$ cat src/rtl/piso_shift_register_pkg.sv
// Shared types and helpers for the parallel-in, serial-out shift register.
// Holds the FSM state encoding and the bit-counter width function.
// No logic lives here; it is imported by the block that needs it.
package piso_shift_register_pkg;

   // IDLE waits for a word, SHIFT drives one bit per clk.
   typedef enum logic {
      IDLE  = 1'b0,
      SHIFT = 1'b1
   } state_t;

   // Counter width for a WIDTH-bit word; never narrower than one bit.
   function automatic int clog2(input int value);
      return (value < 2) ? 1 : $clog2(value);
   endfunction

endpackage

$ cat src/rtl/piso_shift_register.sv
// Parallel-in, serial-out shift register: loads a WIDTH-bit word, emits it MSB first.
// Latency: din[WIDTH-1-k] appears on serial_out k cycles after the loading edge.
// Backpressure: din_ready only in IDLE or on the last bit, so words stream with no bubbles.
module piso_shift_register
   import piso_shift_register_pkg::*;
#(
   parameter int WIDTH = 4
) (
   input  logic             clk,
   input  logic             rst,
   input  logic [WIDTH-1:0] din,
   input  logic             din_valid,
   output logic             din_ready,
   output logic             serial_out,
   output logic             serial_valid,
   output logic             last
);

   localparam int            CW       = clog2(WIDTH);
   localparam logic [CW-1:0] CNT_LAST = CW'(WIDTH - 1);

   state_t           state_q, state_d;
   logic [WIDTH-1:0] shreg_q, shreg_d;
   logic [CW-1:0]    cnt_q,   cnt_d;
   logic             in_shift;
   logic             xfer;

   // Outputs are decoded straight from state so reset clears them without waiting for clk.
   assign in_shift     = (state_q == SHIFT);
   assign last         = in_shift && (cnt_q == CNT_LAST);
   assign serial_valid = in_shift;
   assign serial_out   = in_shift & shreg_q[WIDTH-1];
   assign din_ready    = !rst && (!in_shift || last);
   assign xfer         = din_valid && din_ready;

   // Next-state: load on handshake, shift otherwise, drop to IDLE after an unfollowed last bit.
   always_comb begin
      state_d = state_q;
      shreg_d = shreg_q;
      cnt_d   = cnt_q;
      case (state_q)
         IDLE: begin
            if (xfer) begin
               shreg_d = din;
               cnt_d   = '0;
               state_d = SHIFT;
            end
         end
         SHIFT: begin
            if (!last) begin
               shreg_d = {shreg_q[WIDTH-2:0], 1'b0};
               cnt_d   = cnt_q + CW'(1);
            end else if (xfer) begin
               // Reload on the final bit of the previous word for back-to-back streaming.
               shreg_d = din;
               cnt_d   = '0;
            end else begin
               shreg_d = '0;
               cnt_d   = '0;
               state_d = IDLE;
            end
         end
         default: begin
            shreg_d = '0;
            cnt_d   = '0;
            state_d = IDLE;
         end
      endcase
   end

   // State registers; reset discards any partially shifted word immediately.
   always_ff @(posedge clk or posedge rst) begin
      if (rst) begin
         state_q <= IDLE;
         shreg_q <= '0;
         cnt_q   <= '0;
      end else begin
         state_q <= state_d;
         shreg_q <= shreg_d;
         cnt_q   <= cnt_d;
      end
   end

endmodule

$ cat config.mk
export PLATFORM = sky130hd
export DESIGN_NAME = piso_shift_register
export DESIGN_NICKNAME = d
export VERILOG_FILES = /design/src/rtl/piso_shift_register_pkg.sv /design/src/rtl/piso_shift_register.sv
export SDC_FILE = /design/constraint.sdc
export NUM_CORES = 1
export LEC_CHECK = 0
export CAP_MARGIN = 20
export CORE_AREA = 8 8 45 47
export DETAILED_ROUTE_END_ITERATION = 10
export DIE_AREA = 0 0 53 55
export PLACE_DENSITY = 0.5
export SYNTH_ARGS = -nofsm -noshare
export SYNTH_HDL_FRONTEND = slang
export SYNTH_SLANG_ARGS = --single-unit
$ cat constraint.sdc
create_clock -name clk -period 2.5 [get_ports clk]
set_clock_uncertainty 0.2 [all_clocks]
set_input_delay 0.5 -clock clk [delete_from_list [all_inputs] [get_ports clk]]
set_output_delay 0.5 -clock clk [all_outputs]
set_load 0.05 [all_outputs]
==> run metrics, run 1 <==
Die H ~55 um; crit path DAT ~1.5 ns; Seq cells post-synth 7; core area 0.00138 mm^2; first-pass GRT wire length 1.41 mm; Netlist cell types 16; Clk pwr share 16.1%; drt drc 0; final worst slack 0.311 ns; CTS resizes 0; Synth Net Count between 40 and 50; share of total power in combinational logic between 50 and 60%; Final ANT Viol Nets 0; Syn. warnings 0; Final period util 87.6%; CP Capture Type output pin; fin nets between 50 and 60; Clk pin slew, worst setup/hold paths 0.05 ns; drt pass-1 iters 4; total CTS buffers 3; share of post-route cells with drive strength above 1 between 10% and 20%; Seq/Total Area, Yosys about 48%; Worst VDD drop between 0.4 and 0.5 mV; initial antenna violation count 0; CP startpoint kind register; Post-Syn Area 368 um^2; count of pins over their slew limit 0; Worst-Margin Slew between 0.4 and 0.5 ns; Final Hold Vio Count 0; area post-placement around 490 um^2; Ports 11; root buf cell clkbuf_4; Sw Ratio between 40% and 50%; Longest Clk Path Bufs 2; Final Critical Period roughly 2.2 ns; CTS tree built; Final Setup Violations 0; Final Instance Area ~520 um^2; postcts setup bufs 0; Syn Inst Count 36; Wirelength per Cell between 10 and 15 um; clk_lat worst skew ~0.25 ns; Flop pwr share between 30 and 40%; net load switching power between 200 and 300 uW; worst path required time around 1.8 ns; drt total wl ~860 um; run status completed; CTS Sinks 7; Final GP Congestion 0.746; setup TNS 0 ns; global-route usage over all layers under 10%; static leakage about 0.00024 uW; f_max 0.457 GHz; Antenna Cells 0; RSZ-0062 raised after global routing false; H-tree depth 1; Area Growth Syn to Fin 40.1%; mean post-synth cell area between 10 and 15 um^2; post-cts hold buffer count 0; pwr dens about 1200 mW/mm^2; worst hold path class register to register; vias in the first global route 346; DP Worst Slack 0.472 ns; Starting Density between 20% and 30%; largest net degree at the start of global routing 12; global route overflow 0; Die ar. about 0.0029 mm^2; Final HPWL DP roughly 660 um; Placement Rows 14; CP Class register to output pin; Vias/cell 4.82; Die W 53 um; initial drt markers 6; Hold Slack 0.297 ns; max cap viols 0; Int Pwr about 360 uW; critical path fanouts, max 7; Port Buf Inserts 10; vias 313; worst-case headroom to the max-slew limit roughly 67%
## metal layers
metal	vias to the layer above	routed length (um)	GRT usage, %
met1	150	423	7.22
met3	0	69	2.14
met4	0	0	5.17
li1	153	-	-
met5	-	0	0
met2	10	363	10.5
## synth_stat cells
library cell / instances / share of area (%)
nor2_1: 1 / 1.0
and2_1: 2 / 3.4
nor2b_1: 1 / 1.7
mux2i_1: 4 / 11
clkbuf_1: 1 / 1.0
o22ai_1: 1 / 1.7
dfrtp_1: 7 / 48
nand2_1: 3 / 3.1
buf_4: 1 / 2.0
o21ai_0: 5 / 6.8
ha_1: 1 / 3.4
nand3_1: 1 / 1.4
a32oi_1: 3 / 7.1
nand2b_1: 3 / 5.1
inv_1: 1 / 1.0
and2b_4: 1 / 2.7
## critical path: stages (launching register included)
cell,delay [ns]
dfrtp_1,0.39
ha_1,0.28
nor2b_1,0.28
nor2_1,0.12
buf_12,0.16
## worst paths after layout
kind / depth (start not counted) / slack, ns / endpoint / start
max in group asynchronous: 2 / 1.53 / shreg_q[1]$_DFFE_PP0P_ / rst
hold reg to reg: 2 / 0.30 / shreg_q[2]$_DFFE_PP0P_ / shreg_q[1]$_DFFE_PP0P_
min in group asynchronous: 2 / 0.36 / serial_valid$_DFF_PP0_ / rst
hold / removal: 2 / 0.30 / shreg_q[2]$_DFFE_PP0P_ / shreg_q[1]$_DFFE_PP0P_
setup reg to reg: 4 / 1.09 / shreg_q[1]$_DFFE_PP0P_ / cnt_q[0]$_DFFE_PP0P_
setup / recovery: 4 / 0.31 / din_ready / cnt_q[0]$_DFFE_PP0P_
## through the flow
step                      total power [uW]  instances  util [%]
after CTS                              645         65      37.3
after detailed placement               540         61      35.4
final                                  635         65      37.3
after global routing                   685         65      37.3
after global placement                 525         61      35.4
after floorplan                        416         36         -
## cell usage in the layout (no fill, tap or decap), types with 2 or more instances in the layout
cell type        instances
a32oi_1                  3
and2_1                   2
buf_4                    3
clkbuf_4                 3
clkdlybuf4s50_1          7
dfrtp_1                  7
mux2i_1                  4
nand2_1                  3
nand2b_1                 3
o21ai_0                  5
## final cells by class
| class | instances | area, um^2 |
|---|---|---|
| fillers | 143 | 868 |
| multi-input cells | 26 | 178 |
| flip-flops and latches | 7 | 175 |
| repair buffers | 11 | 113 |
| clock buffers | 4 | 26.3 |
| well taps | 16 | 20.0 |
| inverters | 1 | 3.75 |
## sequential cells by signal, summed over array words and instances (netlist names)
name / flops
cnt_q: 2
serial_valid: 1
shreg_q: 4
## power groups by stage
| stage | Sequential [uW] | Combinational (uW) | Clock, uW |
|---|---|---|---|
| 6_report | 193 | 340 | 102 |
| 5_1_grt | 200 | 372 | 113 |
| 4_1_cts | 194 | 345 | 105 |
| 3_5_place_dp | 196 | 344 | 0 |
| 3_3_place_gp | 191 | 334 | 0 |
| 2_1_floorplan | 218 | 199 | 0 |
## kinds of logic after synthesis
logic type / count (synthesis) / share of synthesized area (%)
AND/OR/NAND/NOR: 12 / 18.4
AO/OA/AOI/OAI: 9 / 15.6
flip-flops: 7 / 47.6
multiplexers: 4 / 10.9
buffers and inverters: 3 / 4.08
adder cells (fa/ha/maj): 1 / 3.40
Power figures use the tool's default switching activity.
==> inputs of run 2 (changes only) <==
Settings changed: CTS_CLUSTER_SIZE set to 30.
==> results of run 2 <==
The final DEF is identical to that of run 1; final timing and power are the same.
